## src/rtl/conf_loader.sv

```systemverilog
// -----------------------------------------------------------------------------
// conf_loader
// Boot-time configuration sequencer for the um_for_cpu packet port. On start it
// emits three packets back to back (separated by idle gaps):
//   phase 0 : conf_sel = 1 select packet (holds the CPU)
//   phase 1 : program packet streaming PROG_WORDS firmware words from a ROM
//   phase 2 : conf_sel = 0 select packet (releases the CPU)
//
// Ports
//   clk        : sole clock
//   rst        : asynchronous active-high reset
//   start      : one-cycle request, honoured only while idle
//   busy       : high while a sequence is in progress
//   done       : one-cycle pulse after the final beat of the last packet
//   mem_rd     : ROM read strobe (one-cycle read latency)
//   mem_addr   : ROM word address
//   mem_rdata  : ROM read data, valid the cycle after mem_rd
//   pkt_ready  : downstream grant, sampled only while waiting to start a packet
//   pkt_valid  : beat valid
//   pkt_data   : beat {tag[1:0], 4'hf, payload[127:0]}
//
// All outputs are registered. Packet outputs reflect the state of the previous
// cycle, which lets a data beat capture the ROM word returned in its own state
// cycle while the ROM is already fetching the next word.
// -----------------------------------------------------------------------------
module conf_loader #(
   parameter int unsigned PROG_WORDS = 20000,
   parameter int unsigned GAP_CYCLES = 128
) (
   input  logic         clk,
   input  logic         rst,
   input  logic         start,
   output logic         busy,
   output logic         done,
   output logic         mem_rd,
   output logic [15:0]  mem_addr,
   input  logic [31:0]  mem_rdata,
   input  logic         pkt_ready,
   output logic         pkt_valid,
   output logic [133:0] pkt_data
);

   localparam int unsigned CNT_W = 16;
   localparam int unsigned PAY_W = 128;
   localparam int unsigned PKT_W = 134;

   localparam logic [CNT_W-1:0] GAP_LAST  = CNT_W'(GAP_CYCLES - 1);
   localparam logic [CNT_W-1:0] PROG_LAST = CNT_W'(PROG_WORDS - 1);

   localparam logic [1:0] TAG_HEAD = 2'b01;
   localparam logic [1:0] TAG_MID  = 2'b00;
   localparam logic [1:0] TAG_TAIL = 2'b10;
   localparam logic [3:0] PKT_FILL = 4'hf;

   localparam logic [PAY_W-1:0] HDR_SEL  = 128'h1111_2222_3333_4444_5555_6666_9001_0000;
   localparam logic [PAY_W-1:0] HDR_PROG = 128'h1111_2222_3333_4444_5555_6666_9003_0000;
   localparam logic [PAY_W-1:0] SEL_ON   = 128'h1_0000;

   typedef enum logic [3:0] {
      S_IDLE,
      S_GAP,
      S_WAIT_RDY,
      S_SEL_HDR,
      S_SEL_B1,
      S_SEL_B2,
      S_SEL_B3,
      S_PROG_HDR,
      S_PROG_DATA,
      S_DONE
   } state_t;

   state_t             state;
   state_t             state_nxt;
   logic [1:0]         phase;
   logic [1:0]         phase_nxt;
   logic [CNT_W-1:0]   cnt;
   logic [CNT_W-1:0]   cnt_nxt;

   logic               busy_d;
   logic               done_d;
   logic               mem_rd_d;
   logic [CNT_W-1:0]   mem_addr_d;
   logic               pkt_valid_d;
   logic [PKT_W-1:0]   pkt_data_d;

   // State register with phase and shared gap/word counter.
   always_ff @(posedge clk or posedge rst) begin
      if (rst) begin
         state <= S_IDLE;
         phase <= 2'd0;
         cnt   <= '0;
      end else begin
         state <= state_nxt;
         phase <= phase_nxt;
         cnt   <= cnt_nxt;
      end
   end

   // Next-state logic. cnt counts gap cycles in S_GAP and the word index in
   // S_PROG_DATA; it is zeroed on entry to either state.
   always_comb begin
      state_nxt = state;
      phase_nxt = phase;
      cnt_nxt   = cnt;
      unique case (state)
         S_IDLE: begin
            // done is still high in the first idle cycle; a start there is dropped
            if (start && !done) begin
               state_nxt = S_GAP;
               phase_nxt = 2'd0;
               cnt_nxt   = '0;
            end
         end
         S_GAP: begin
            if (cnt == GAP_LAST) begin
               state_nxt = S_WAIT_RDY;
               cnt_nxt   = '0;
            end else begin
               cnt_nxt = cnt + CNT_W'(1);
            end
         end
         S_WAIT_RDY: begin
            if (pkt_ready) begin
               state_nxt = (phase == 2'd1) ? S_PROG_HDR : S_SEL_HDR;
            end
         end
         S_SEL_HDR: state_nxt = S_SEL_B1;
         S_SEL_B1:  state_nxt = S_SEL_B2;
         S_SEL_B2:  state_nxt = S_SEL_B3;
         S_SEL_B3: begin
            if (phase < 2'd2) begin
               phase_nxt = phase + 2'd1;
               state_nxt = S_GAP;
               cnt_nxt   = '0;
            end else begin
               state_nxt = S_DONE;
            end
         end
         S_PROG_HDR: begin
            state_nxt = S_PROG_DATA;
            cnt_nxt   = '0;
         end
         S_PROG_DATA: begin
            if (cnt == PROG_LAST) begin
               phase_nxt = phase + 2'd1;
               state_nxt = S_GAP;
               cnt_nxt   = '0;
            end else begin
               cnt_nxt = cnt + CNT_W'(1);
            end
         end
         S_DONE:  state_nxt = S_IDLE;
         default: state_nxt = S_IDLE;
      endcase
   end

   // Output decode: packet beat for the current state, ROM read for the next.
   always_comb begin
      busy_d      = (state != S_IDLE) && (state != S_DONE);
      done_d      = (state == S_DONE);
      pkt_valid_d = 1'b0;
      pkt_data_d  = '0;
      mem_rd_d    = 1'b0;
      mem_addr_d  = mem_addr;

      unique case (state)
         S_SEL_HDR: begin
            pkt_valid_d = 1'b1;
            pkt_data_d  = {TAG_HEAD, PKT_FILL, HDR_SEL};
         end
         S_SEL_B1: begin
            pkt_valid_d = 1'b1;
            pkt_data_d  = {TAG_MID, PKT_FILL, (phase == 2'd0) ? SEL_ON : PAY_W'(0)};
         end
         S_SEL_B2: begin
            pkt_valid_d = 1'b1;
            pkt_data_d  = {TAG_MID, PKT_FILL, PAY_W'(0)};
         end
         S_SEL_B3: begin
            pkt_valid_d = 1'b1;
            pkt_data_d  = {TAG_TAIL, PKT_FILL, PAY_W'(0)};
         end
         S_PROG_HDR: begin
            pkt_valid_d = 1'b1;
            pkt_data_d  = {TAG_HEAD, PKT_FILL, HDR_PROG};
         end
         S_PROG_DATA: begin
            // mem_rdata here is the word fetched for index cnt
            pkt_valid_d = 1'b1;
            pkt_data_d  = {(cnt == PROG_LAST) ? TAG_TAIL : TAG_MID, PKT_FILL,
                           48'h0, mem_rdata, 16'h0, cnt, 16'h0};
         end
         default: begin
            pkt_valid_d = 1'b0;
         end
      endcase

      // Prefetch: word 0 during the program head, word i+1 during data beat i.
      if (state_nxt == S_PROG_HDR) begin
         mem_rd_d   = 1'b1;
         mem_addr_d = '0;
      end else if ((state_nxt == S_PROG_DATA) && (cnt_nxt != PROG_LAST)) begin
         mem_rd_d   = 1'b1;
         mem_addr_d = cnt_nxt + CNT_W'(1);
      end
   end

   // Output registers.
   always_ff @(posedge clk or posedge rst) begin
      if (rst) begin
         busy      <= 1'b0;
         done      <= 1'b0;
         mem_rd    <= 1'b0;
         mem_addr  <= '0;
         pkt_valid <= 1'b0;
         pkt_data  <= '0;
      end else begin
         busy      <= busy_d;
         done      <= done_d;
         mem_rd    <= mem_rd_d;
         mem_addr  <= mem_addr_d;
         pkt_valid <= pkt_valid_d;
         pkt_data  <= pkt_data_d;
      end
   end

endmodule

```

## config.mk

```make
export PLATFORM = sky130hd
export DESIGN_NAME = conf_loader
export DESIGN_NICKNAME = d
export VERILOG_FILES = /design/src/rtl/conf_loader.sv
export SDC_FILE = /design/constraint.sdc
export NUM_CORES = 1
export LEC_CHECK = 0
export ABC_AREA = 1
export BUFFER_PORTS_ARGS = -buffer_cell sky130_fd_sc_hd__buf_2
export CORE_UTILIZATION = 40
export CTS_BUF_LIST = sky130_fd_sc_hd__clkbuf_8
export CTS_CLUSTER_DIAMETER = 120
export DETAILED_ROUTE_END_ITERATION = 12
export HOLD_SLACK_MARGIN = 0.02
export PLACE_DENSITY = 0.71
export SLEW_MARGIN = 30
export SYNTH_ARGS = -nofsm -noshare
export SYNTH_HDL_FRONTEND = slang
export SYNTH_SLANG_ARGS = --single-unit
```

## constraint.sdc

```tcl
create_clock -name clk -period 3.66 [get_ports clk]
set_input_delay 0.183 -clock clk [delete_from_list [all_inputs] [get_ports clk]]
set_output_delay 0.183 -clock clk [all_outputs]
set_load 0.03 [all_outputs]
```

==> results of run 1 <==
[placed cells by master, fill, tap and decap left out, types with 2 or more instances in the layout]
cell | synthesis | layout
sky130_fd_sc_hd__nand4_1 | 10 | 10
sky130_fd_sc_hd__xnor2_1 | 3 | 3
sky130_fd_sc_hd__buf_2 | 1 | 133
sky130_fd_sc_hd__buf_4 | 84 | 2
sky130_fd_sc_hd__xor2_1 | 5 | 5
sky130_fd_sc_hd__nand2_2 | 21 | 21
sky130_fd_sc_hd__nor2_4 | 5 | 5
sky130_fd_sc_hd__clkbuf_8 | 0 | 9
sky130_fd_sc_hd__inv_1 | 65 | 64
sky130_fd_sc_hd__inv_2 | 9 | 9
sky130_fd_sc_hd__ha_1 | 4 | 4
sky130_fd_sc_hd__dfrtp_1 | 93 | 93
sky130_fd_sc_hd__inv_8 | 0 | 2
sky130_fd_sc_hd__clkinvlp_4 | 0 | 2
sky130_fd_sc_hd__nand3_1 | 53 | 53
sky130_fd_sc_hd__nor2_1 | 76 | 76
sky130_fd_sc_hd__nor3_1 | 4 | 4
sky130_fd_sc_hd__nor2_2 | 8 | 8
sky130_fd_sc_hd__conb_1 | 1 | 56
sky130_fd_sc_hd__nand2_1 | 153 | 153
sky130_fd_sc_hd__a21oi_1 | 2 | 2
sky130_fd_sc_hd__nand3_2 | 4 | 4
sky130_fd_sc_hd__nand2_4 | 5 | 5
sky130_fd_sc_hd__o21ai_0 | 11 | 11
sky130_fd_sc_hd__dlygate4sd3_1 | 0 | 31
[layer usage]
metal	part of all wire	routed length (microns)	global-route usage	up-vias
li1	-	-	-	2094
met1	0.42	4860	0.215	1950
met2	0.50	5760	0.314	182
met3	0.070	808	0.0397	24
met4	0.016	188	0.0667	0
met5	0	0	0	-
[state kept, by name (all words and copies together), names as in the netlist]
signal and cells:
pkt_data 51, cnt 16, mem_addr 16, state 4, phase 2, busy 1
done 1, mem_rd 1, pkt_valid 1
[synth_stat cells, types with 2 or more instances]
library cell | n | area [sq um]
sky130_fd_sc_hd__nand2_1 | 153 | 574
sky130_fd_sc_hd__xnor2_1 | 3 | 26.3
sky130_fd_sc_hd__a21oi_1 | 2 | 10.0
sky130_fd_sc_hd__nor2_1 | 76 | 285
sky130_fd_sc_hd__nand2_4 | 5 | 56.3
sky130_fd_sc_hd__inv_1 | 65 | 244
sky130_fd_sc_hd__inv_2 | 9 | 33.8
sky130_fd_sc_hd__nand3_1 | 53 | 265
sky130_fd_sc_hd__o21ai_0 | 11 | 55.1
sky130_fd_sc_hd__buf_6 | 2 | 22.5
sky130_fd_sc_hd__buf_1 | 2 | 7.51
sky130_fd_sc_hd__nor3_1 | 4 | 20.0
sky130_fd_sc_hd__nand2_2 | 21 | 131
sky130_fd_sc_hd__nand3_2 | 4 | 40.0
sky130_fd_sc_hd__dfrtp_1 | 93 | 2330
sky130_fd_sc_hd__clkbuf_1 | 4 | 15.0
sky130_fd_sc_hd__nor2_2 | 8 | 50.1
sky130_fd_sc_hd__xor2_1 | 5 | 43.8
sky130_fd_sc_hd__buf_4 | 84 | 631
sky130_fd_sc_hd__nand4_1 | 10 | 62.6
sky130_fd_sc_hd__ha_1 | 4 | 50.1
sky130_fd_sc_hd__nor2_4 | 5 | 56.3
[worst min-delay path, cell delays in order]
cell and delay, ns:
sky130_fd_sc_hd__buf_2 0.10, sky130_fd_sc_hd__nand2_1 0.05, sky130_fd_sc_hd__nand2_1 0.04
[final timing paths]
path / from / to / slack, ns / cells after the start
worst max-delay path: cnt[0] / mem_addr[12] / 0.78 / 16
max in group asynchronous: rst / mem_addr[3] / 2.43 / 4
worst max register to register: cnt[0] / mem_addr[12] / 0.78 / 16
worst min register to register: mem_addr[0] / mem_addr[0] / 0.50 / 2
worst min-delay path: mem_rdata[4] / pkt_data[52] / 0.03 / 3
min in group asynchronous: rst / pkt_data[51] / 0.39 / 3
[metrics by stage]
stage           util  hold WS (ns)  total power [W]
2_1_floorplan      -         0.289          0.00309
3_3_place_gp   0.442         0.385          0.00340
3_5_place_dp   0.442         0.273          0.00341
4_1_cts        0.482        0.0257          0.00416
5_1_grt        0.483        0.0290          0.00442
6_report       0.483        0.0334          0.00413
[area by class of cell]
type / instances / area (sq um)
Clock buffer: 9 / 124
Clock inverter: 7 / 81.3
Tap cell: 172 / 215
Inverter: 74 / 283
Multi-Input combinational cell: 432 / 2050
Fill cell: 1230 / 6490
Sequential cell: 93 / 2330
Timing Repair Buffer: 166 / 991
[cells by family after synthesis]
| family | count (synthesis) |
|---|---|
| buf+inv | 168 |
| other cells | 1 |
| flops | 93 |
| compound gates | 20 |
| fa+ha+maj | 4 |
| simple gates | 344 |
| xor+xnor | 8 |
[power breakdown]
group | leakage (nW) | total (W) | switching, W | internal [W]
Sequential | 1.24 | 0.00146 | 0.000192 | 0.00127
Clock | 0.0997 | 0.000716 | 0.000389 | 0.000326
Combinational | 2.12 | 0.00195 | 0.00141 | 0.000545
Total | 3.46 | 0.00413 | 0.00199 | 0.00214
[repair_timing]
action	CTS	global route
hold buffers	30	1
endpoints found under the hold margin	90	1
endpoints found under the setup margin	0	0
==> impl_summary.txt, run 1 <==
----------------------------------------------------
[Routing]
  Via count ... 4250
  Final routed wire length divided by cell count ... roughly 12 microns
  Wirelength, routed ... between 10000 and 15000 microns
  ANT nets after route ... 0
  Total iterations of the first detailed-routing run ... 5
  Vias per cell ... between 4 and 5
  Final routed DRC violation total ... 0
  First-iteration detailed-routing DRC count ... 227

[Place]
  Placed inst area ... 5560 sq um
  Count of input and output buffers ... about 130
  Placed wire-length estimate after detailed placement ... about 8500 microns
  Final weighted congestion of routability-driven global placement ... just under 1
  Post-placement cell count ... around 910
  Worst slack at placement ... ~0.77 ns

[Critical path]
  Start-to-end type of the worst setup path ... flip-flop to flip-flop
  Crit path required time ... a little under 4 ns
  Type of origin of the critical path ... flip-flop
  Number of buffers and inverters on the critical path ... 1
  Slowest stage delay, CP ... 0.43 ns
  Cell-by-cell listing of the critical path ... ha_1 > nand3_1 > nor2_1 > nand2_1 > nand2_4 > nand2_2 > nand2_1 > nand2_1 > ha_1 > a21boi_2 > nand2_2 > inv_2 > nand3_2 > o21ai_4 > nand3_1 > nand2_1
  Worst path top cell family by delay ... simple AND/OR/NAND/NOR gates
  Worst Setup End Kind ... flip-flop
  Maximum fanout along the worst path ... 17
  Most common cell on crit path ... sky130_fd_sc_hd__nand2_1
  Data arrival time of the worst path ... between 3 and 4 ns
  Master of the slowest instance on the critical path ... sky130_fd_sc_hd__dfrtp_1

[Timing]
  Part of the cycle the worst path needs ... 0.786
  Number of max-slew violations in the final report ... 0
  Highest clock rate ... between 0.3 and 0.4 GHz
  Final TNS setup ... 0 ns
  RSZ-0062 raised after global routing ... no
  Slew at the pin closest to its max-slew limit ... 0.633 ns
  Hold Fails Final Rpt ... 0
  Final setup fails ... 0
  Worst setup margin ... 0.784 ns
  Worst slew margin ... 0.577
  Final clock skew ... approximately 0.012 ns
  Fin crit period ... approximately 2.9 ns

[Worst hold path]
  Hold Path Class ... primary input to flip-flop

[CTS]
  Clock latency on the worst-skew pair ... 0.37 ns
  Clock root cell ... sky130_fd_sc_hd__clkbuf_8
  TritonCTS clock tree ... yes
  Number of buffers inserted to repair setup after CTS ... 0
  H-tree depth ... 3
  Clock Pin Slew Worst Setup and Hold Paths ... approximately 0.1 ns
  Clock tree buffer depth ... 2
  Number of buffers created by CTS ... 9
  Cells resized by post-CTS repair ... 0
  Sinks on Clock Net ... just over 90

[Cells and area]
  Non-Filler Cell Area, Final ... about 6100 sq um
  Final instance count without filler cells ... around 950
  Antenna diode instance count ... 0
  Share of cells above drive strength 1 ... 0.268
  Post-synthesis to final-layout area growth ... 18.0%
  Number of nets in the layout ... 816

[Die]
  Die Area ... between 10000 and 15000 sq um
  Die X-Extent ... about 120 microns
  Core area ... ~13000 sq um
  Number of core rows ... around 40
  I/O pin cnt ... between 150 and 200
  Starting density of the core ... 0.409
  Die height ... about 120 microns

[Global route]
  Number of global-route vias before repair ... slightly below 4000
  Largest net degree at the start of global routing ... 63
  GR Util All Layers ... 0.179
  Global-route wire length before repair ... between 15000 and 20000 microns
  Total overflow reported by the global router ... 0
  Number of antenna violations at the first check in global routing ... 0

[Synthesis]
  Syn avg cell area ... roughly 8.1 sq um
  Unique cell type count in the Yosys netlist ... 37
  Combinational family with the most area after synthesis ... simple AND/OR/NAND/NOR gates
  Top FF cell, synth ... sky130_fd_sc_hd__dfrtp_1
  Multiplexer fraction of the synthesized cell area ... 0
  Synthesized-area fraction occupied by ao, oa, aoi and oai cells ... 0.0253
  Share of the yosys chip area belonging to registers ... 0.452
  Post-synth EDFFs ... 0
  Async SR Flop Fraction ... 1.00
  Number of synthesized register bits ... 93
  Syn Inst Count ... 638
  Number of synthesis warnings ... 0
  XOR/XNOR share of the synthesized area ... 0.0136
  Fraction of the mapped netlist area in simple logic gates ... 0.309
  Adder and majority cell fraction of the synthesized area ... 0.00973
  Netlist area before placement ... between 5000 and 6000 sq um

[Power]
  Leak pwr ... around 3.5 nW
  Pwr dens ... about 680 nW/um^2
  Worst voltage drop across the vdd grid ... ~260 uV

[Status]
  Outcome ... finished clean

[Flow run]
  Reported max-cap violation count ... 0

----------------------------------------------------
No activity file was read; power rests on OpenSTA's default activity.
==> run 2, diff against run 1 <==
==> constraint.sdc (replaced) <==
create_clock -name clk -period 2.9 [get_ports clk]
set_input_delay 0.145 -clock clk [delete_from_list [all_inputs] [get_ports clk]]
set_output_delay 0.145 -clock clk [all_outputs]
set_load 0.03 [all_outputs]
==> impl_summary.txt, run 2 (same netlist as run 1, synthesis figures left out) <==
----------------------------------------------------
[Cells and area]
  Largest registers ranked by flip-flop count ... pkt_data x51, cnt x16, mem_addr x16
  Most frequent standard cell in the layout excluding fill and tap cells ... sky130_fd_sc_hd__nand2_1
  Share of cells above drive strength 1 ... 0.271 (+0.00328)
  Register with the most flip-flops ... pkt_data
  Post-synthesis to final-layout area growth ... 19.8%
  Antenna diode instance count ... 0 (unchanged)
  Most used cells in the layout excluding fill and tap cells ... sky130_fd_sc_hd__nand2_1 (153), sky130_fd_sc_hd__buf_2 (133), sky130_fd_sc_hd__dfrtp_1 (93)
  Number of nets in the layout ... 825 (+1.1%)
  Number of flip-flops in the largest register ... 51 (unchanged)
  Filler Cell Count ... 1217 (-1.1%)

[Power]
  Cell-internal power ... 0.00273 W (+27%)
  Portion of total power attributed to combinational logic ... 0.482 (+0.009)
  Worst voltage drop across the vdd grid ... 361 uV (+37%)
  Overall power consumption ... 0.00522 W (+26%)
  Leak pwr ... 3.51 nW (+1.5%)
  Pwr dens ... 846 nW/um^2 (+25%)
  Sequential cell fraction of total power ... 0.354 (about the same)
  Sw power ... 0.00249 W (+25%)
  Switching power share of the total ... 0.478 (-0.00413)
  Clock group share of total power ... 0.165 (-0.008)

[Critical path]
  Worst Setup End Kind ... flip-flop
  Number of buffers and inverters on the critical path ... 2 (+1)
  Worst path top cell family by delay ... simple AND/OR/NAND/NOR gates
  Type of origin of the critical path ... flip-flop
  Data arrival time of the worst path ... 2.94 ns (-0.25 ns)
  Master of the slowest instance on the critical path ... sky130_fd_sc_hd__dfrtp_1
  Cell-by-cell listing of the critical path ... ha_1 > nand4_1 > nor2_1 > nand2_1 > nand2_1 > nand3_1 > and2_1 > ha_1 > a21boi_2 > nand2_2 > inv_2 > nand3_2 > nor2_2 > nor2_4 > buf_12 > nand3_1 > nand2_1
  Most common cell on crit path ... sky130_fd_sc_hd__nand2_1
  Crit path required time ... 3.17 ns (-0.80 ns)
  Slowest stage delay, CP ... 0.42 ns (about the same)
  Start-to-end type of the worst setup path ... flip-flop to flip-flop
  Maximum fanout along the worst path ... 16 (-1)

[Timing]
  Final setup fails ... 0 (unchanged)
  Part of the cycle the worst path needs ... 0.923 (+0.138)
  Hold Fails Final Rpt ... 0 (unchanged)
  Slew at the pin closest to its max-slew limit ... 0.817 ns (+0.184 ns)
  Number of max-slew violations in the final report ... 0 (unchanged)
  Highest clock rate ... 0.373 GHz (+7.4%)
  Final TNS setup ... 0 ns (unchanged)
  RSZ-0062 raised after global routing ... no
  Final clock skew ... 0.0113 ns (-0.000681 ns)
  Fin crit period ... 2.68 ns (-0.198 ns)
  Worst slew margin ... 0.455 (-0.122)

[Global route]
  Number of antenna violations at the first check in global routing ... 0 (unchanged)
  Total overflow reported by the global router ... 0 (unchanged)
  Number of global-route vias before repair ... 4103 (+5.3%)
  Global-route wire length before repair ... 19500 microns (+5.6%)
  Largest net degree at the start of global routing ... 48 (-24%)
  GR Util All Layers ... 0.188 (+0.00901)

[Die]
  Die Area ... 13300 sq um (unchanged)
  I/O pin cnt ... 190 (unchanged)
  Die X-Extent ... 115 microns (unchanged)
  Number of core rows ... 41 (unchanged)
  Starting density of the core ... 0.409 (unchanged)
  Die height ... 115 microns (unchanged)
  Core area ... 12600 sq um (unchanged)

[CTS]
  Sinks on Clock Net ... 93 (unchanged)
  Cells resized by post-CTS repair ... 0 (unchanged)
  Clock tree buffer depth ... 2 (unchanged)
  Clock latency on the worst-skew pair ... 0.37 ns (about the same)
  Number of buffers created by CTS ... 9 (unchanged)
  Clock root cell ... sky130_fd_sc_hd__clkbuf_8
  Clock Pin Slew Worst Setup and Hold Paths ... 0.09 ns (about the same)
  H-tree depth ... 3 (unchanged)
  TritonCTS clock tree ... yes

[Routing]
  Final routed wire length divided by cell count ... 12.5 microns (+2.3%)
  Wirelength, routed ... 12000 microns (+3.3%)
  First-iteration detailed-routing DRC count ... 228 (+0.44%)
  Final routed DRC violation total ... 0 (unchanged)
  Vias per cell ... 4.46 (about the same)
  ANT nets after route ... 0 (unchanged)
  Via count ... 4289 (+0.92%)
  Total iterations of the first detailed-routing run ... 6 (+1)

[Status]
  Outcome ... finished clean

[Place]
  Count of input and output buffers ... 133 (unchanged)
  Final weighted congestion of routability-driven global placement ... 0.957 (-0.52%)
  Placed wire-length estimate after detailed placement ... 8770 microns (+3.0%)

[Flow run]
  Reported max-cap violation count ... 0 (unchanged)

[Worst hold path]
  Hold Path Class ... primary input to flip-flop

----------------------------------------------------
==> run 2: cell types whose count changed in the layout (fill, tap and decap cells not counted), sizes merged <==
cell,previous run,this run
buf,135,142
clkinvlp,2,3
dlygate4sd3,31,33
inv,76,75
==> run 2: worst reg2reg max path, stage by stage (launching register included) <==
cell	delay, ns
sky130_fd_sc_hd__dfrtp_1	0.42
sky130_fd_sc_hd__ha_1	0.26
sky130_fd_sc_hd__nand4_1	0.14
sky130_fd_sc_hd__nor2_1	0.07
sky130_fd_sc_hd__nand2_1	0.11
sky130_fd_sc_hd__nand2_1	0.14
sky130_fd_sc_hd__nand3_1	0.12
sky130_fd_sc_hd__and2_1	0.17
sky130_fd_sc_hd__ha_1	0.17
sky130_fd_sc_hd__a21boi_2	0.21
sky130_fd_sc_hd__nand2_2	0.10
sky130_fd_sc_hd__inv_2	0.06
sky130_fd_sc_hd__nand3_2	0.09
sky130_fd_sc_hd__nor2_2	0.17
sky130_fd_sc_hd__nor2_4	0.06
sky130_fd_sc_hd__buf_12	0.14
sky130_fd_sc_hd__nand3_1	0.11
sky130_fd_sc_hd__nand2_1	0.06
==> run 2: power by group through the flow <==
stage                     clock network, W  registers, W  logic, W
final                             0.000858       0.00185   0.00251
after global placement                   0       0.00186   0.00245
after CTS                         0.000876       0.00185   0.00250
after floorplan                          0       0.00225   0.00165
after global routing              0.000933       0.00189   0.00276
after detailed placement                 0       0.00187   0.00247
==> run 2: final timing paths <==
kind | slack, ns | depth (start not counted) | startpoint | to
setup / recovery | 0.22 | 17 | cnt[0] | mem_addr[11]
max in group asynchronous | 1.77 | 4 | rst | pkt_data[78]
min in group asynchronous | 0.45 | 3 | rst | pkt_data[59]
setup reg to reg | 0.22 | 17 | cnt[0] | mem_addr[11]
hold reg to reg | 0.51 | 2 | mem_addr[6] | mem_addr[6]
hold / removal | 0.11 | 3 | start | state[0]
==> run 2: per-stage QoR <==
stage,hold slack (ns),utilization,setup WS [ns],cell area [sq um],cells
after detailed placement,0.322,0.446,0.131,5600,911
after floorplan,0.251,-,0.335,5350,693
after CTS,0.104,0.488,0.122,6130,960
final,0.113,0.491,0.222,6170,962
after global routing,0.127,0.491,0.00283,6170,962
after global placement,0.324,0.446,0.166,5600,911
==> run 2: layout make-up <==
type	instances	area [sq um]	area share
Tap cell	172	215	0.0349
Inverter	74	279	0.0452
Sequential cell	93	2330	0.377
Clock inverter	7	68.8	0.0112
Multi-Input combinational cell	432	2050	0.333
Clock buffer	9	124	0.0201
Timing Repair Buffer	175	1100	0.179
==> run 2: layer usage <==
layer / GRT usage / wire [microns] / share of wire
met5: 0 / 0 / 0
met4: 0.0727 / 219 / 0.018
met3: 0.0335 / 678 / 0.056
met2: 0.343 / 5980 / 0.50
met1: 0.219 / 5130 / 0.43
==> run 2: repair_timing <==
action,in CTS,in global routing
setup endpoints to repair,0,17
hold buffers,33,0
buffers inserted,0,2
hold endpoints to repair,77,0
==> run 3, diff against run 2 <==
==> constraint.sdc (replaced) <==
create_clock -name clk -period 3.46 [get_ports clk]
set_input_delay 0.173 -clock clk [delete_from_list [all_inputs] [get_ports clk]]
set_output_delay 0.173 -clock clk [all_outputs]
set_load 0.03 [all_outputs]
==> impl_summary.txt, run 3 (same netlist as run 1, synthesis figures left out) <==
----------------------------------------------------
[Die]
  I/O pin cnt ... 190 (unchanged)
  Die height ... 115 microns (unchanged)
  Starting density of the core ... 0.409 (unchanged)
  Die Area ... 13300 sq um (unchanged)
  Core area ... 12600 sq um (unchanged)
  Number of core rows ... 41 (unchanged)
  Die X-Extent ... 115 microns (unchanged)

[Worst hold path]
  Hold path depth ... 3 (unchanged)
  Hold path start ... mem_rdata[26]
  Hold Path Class ... primary input to flip-flop
  End of the worst hold path ... pkt_data[74]

[Cells and area]
  Post-synthesis to final-layout area growth ... 18.3%
  Number of nets in the layout ... 818 (-0.85%)
  Share of cells above drive strength 1 ... 0.268 (-0.00269)
  Most frequent standard cell in the layout excluding fill and tap cells ... sky130_fd_sc_hd__nand2_1
  Number of flip-flops in the largest register ... 51 (unchanged)
  Most used cells in the layout excluding fill and tap cells ... sky130_fd_sc_hd__nand2_1 (153), sky130_fd_sc_hd__buf_2 (133), sky130_fd_sc_hd__dfrtp_1 (93)
  Largest registers ranked by flip-flop count ... pkt_data x51, cnt x16, mem_addr x16
  Antenna diode instance count ... 0 (unchanged)
  Register with the most flip-flops ... pkt_data

[Status]
  Outcome ... finished clean

[Timing]
  Worst slew margin ... 0.499 (+0.0445)
  Slew at the pin closest to its max-slew limit ... 0.751 ns (-0.0659 ns)
  Final TNS setup ... 0 ns (unchanged)
  Fin crit period ... 2.92 ns (+0.243 ns)
  Final setup fails ... 0 (unchanged)
  RSZ-0062 raised after global routing ... no
  Part of the cycle the worst path needs ... 0.844 (-0.0792)
  Highest clock rate ... 0.342 GHz (-8.3%)
  Number of max-slew violations in the final report ... 0 (unchanged)
  Hold Fails Final Rpt ... 0 (unchanged)
  Final clock skew ... 0.00946 ns (-0.00187 ns)

[CTS]
  Clock tree buffer depth ... 2 (unchanged)
  Cells resized by post-CTS repair ... 0 (unchanged)
  Clock root cell ... sky130_fd_sc_hd__clkbuf_8
  Number of buffers inserted to repair setup after CTS ... 0 (unchanged)
  H-tree depth ... 3 (unchanged)
  Hold-fix buffer count after cts ... 32 (-3.0%)
  Number of buffers created by CTS ... 9 (unchanged)
  Clock latency on the worst-skew pair ... 0.37 ns (about the same)
  Clock Pin Slew Worst Setup and Hold Paths ... 0.10 ns (about the same)
  Sinks on Clock Net ... 93 (unchanged)
  TritonCTS clock tree ... yes

[Power]
  Overall power consumption ... 0.00438 W (-16%)
  Leak pwr ... 3.47 nW (-1.2%)
  Pwr dens ... 720 nW/um^2 (-15%)
  Worst voltage drop across the vdd grid ... 247 uV (-32%)

[Routing]
  Wirelength, routed ... 12000 microns (about the same)
  Final routed DRC violation total ... 0 (unchanged)
  Total iterations of the first detailed-routing run ... 4 (-2)
  Via count ... 4293 (+0.093%)
  ANT nets after route ... 0 (unchanged)
  First-iteration detailed-routing DRC count ... 336 (+47%)
  Vias per cell ... 4.50 (+0.83%)
  Final routed wire length divided by cell count ... 12.6 microns (+0.72%)

[Critical path]
  Start-to-end type of the worst setup path ... flip-flop to flip-flop
  Crit path required time ... 3.77 ns (+0.60 ns)
  Reg-to-reg critical path startpoint ... cnt[0]
  Maximum fanout along the worst path ... 17 (+1)
  Type of origin of the critical path ... flip-flop
  Worst Setup End Kind ... flip-flop
  Number of cells traversed by the worst register-to-register path ... 16 (-1)
  Critical R2R Capture ... mem_addr[4]
  Data arrival time of the worst path ... 3.23 ns (+0.29 ns)
  Setup slack, reg-to-reg ... 0.54 ns (+0.32 ns)

[Global route]
  Global-route wire length before repair ... 19000 microns (-2.5%)
  GR Util All Layers ... 0.185 (-0.00324)
  Number of global-route vias before repair ... 3850 (-6.2%)
  Largest net degree at the start of global routing ... 60 (+25%)
  Number of antenna violations at the first check in global routing ... 0 (unchanged)
  Total overflow reported by the global router ... 0 (unchanged)

[Place]
  Placed wire-length estimate after detailed placement ... 8480 microns (-3.2%)
  Final weighted congestion of routability-driven global placement ... 0.930 (-2.8%)
  Count of input and output buffers ... 133 (unchanged)

[Flow run]
  Reported max-cap violation count ... 0 (unchanged)

----------------------------------------------------
==> run 3: worst max path at each step <==
stage,start,endpoint,cells after the start
final,cnt[0],mem_addr[4],16
after CTS,cnt[0],mem_addr[4],16
after detailed placement,cnt[0],mem_addr[15],16
after floorplan,rst,busy,1
after global routing,cnt[0],mem_addr[12],16
after global placement,cnt[0],mem_addr[11],16
==> run 3: area by class of cell <==
type	count	area (sq um)
well taps	172	215
repair buffers	168	1010
flip-flops and latches	93	2330
clock buffers	9	124
fillers	1206	6480
multi-input cells	432	2050
clock inverters	7	80.1
inverters	74	279
==> run 3: power by group <==
part           internal (W)  switching (W)
registers           0.00134       0.000202
clock network      0.000346       0.000420
logic              0.000575        0.00150
total               0.00226        0.00212
==> run 3: worst max-delay path, cell delays in order, from the launching register on <==
cell	delay [ns]
sky130_fd_sc_hd__dfrtp_1	0.42
sky130_fd_sc_hd__ha_1	0.27
sky130_fd_sc_hd__nand3_1	0.16
sky130_fd_sc_hd__nor2_1	0.07
sky130_fd_sc_hd__nand2_1	0.13
sky130_fd_sc_hd__nand2_4	0.09
sky130_fd_sc_hd__nand2_2	0.24
sky130_fd_sc_hd__nand2_1	0.08
sky130_fd_sc_hd__nand2_1	0.11
sky130_fd_sc_hd__ha_1	0.16
sky130_fd_sc_hd__a21boi_2	0.21
sky130_fd_sc_hd__nand2_2	0.09
sky130_fd_sc_hd__inv_2	0.06
sky130_fd_sc_hd__nand3_2	0.09
sky130_fd_sc_hd__o21ai_4	0.43
sky130_fd_sc_hd__nand3_1	0.14
sky130_fd_sc_hd__nand2_1	0.10
==> run 3: routing by layer <==
| metal | track usage | up-vias | wire length, microns |
|---|---|---|---|
| met2 | 0.325 | 187 | 6080 |
| met1 | 0.229 | 1993 | 5000 |
| met3 | 0.0361 | 13 | 781 |
| li1 | - | 2100 | - |
| met5 | 0 | - | 0 |
| met4 | 0.0563 | 0 | 141 |
==> run 3: stage by stage <==
stage,worst slack [ns],cell area [sq um],hold slack (ns),util,std cells
4_1_cts,0.526,6090,0.0381,0.484,955
5_1_grt,0.266,6090,0.0235,0.484,955
3_5_place_dp,0.560,5560,0.294,0.443,907
3_3_place_gp,0.617,5560,0.289,0.443,907
2_1_floorplan,0.867,5350,0.279,-,693
6_report,0.539,6090,0.0378,0.484,955
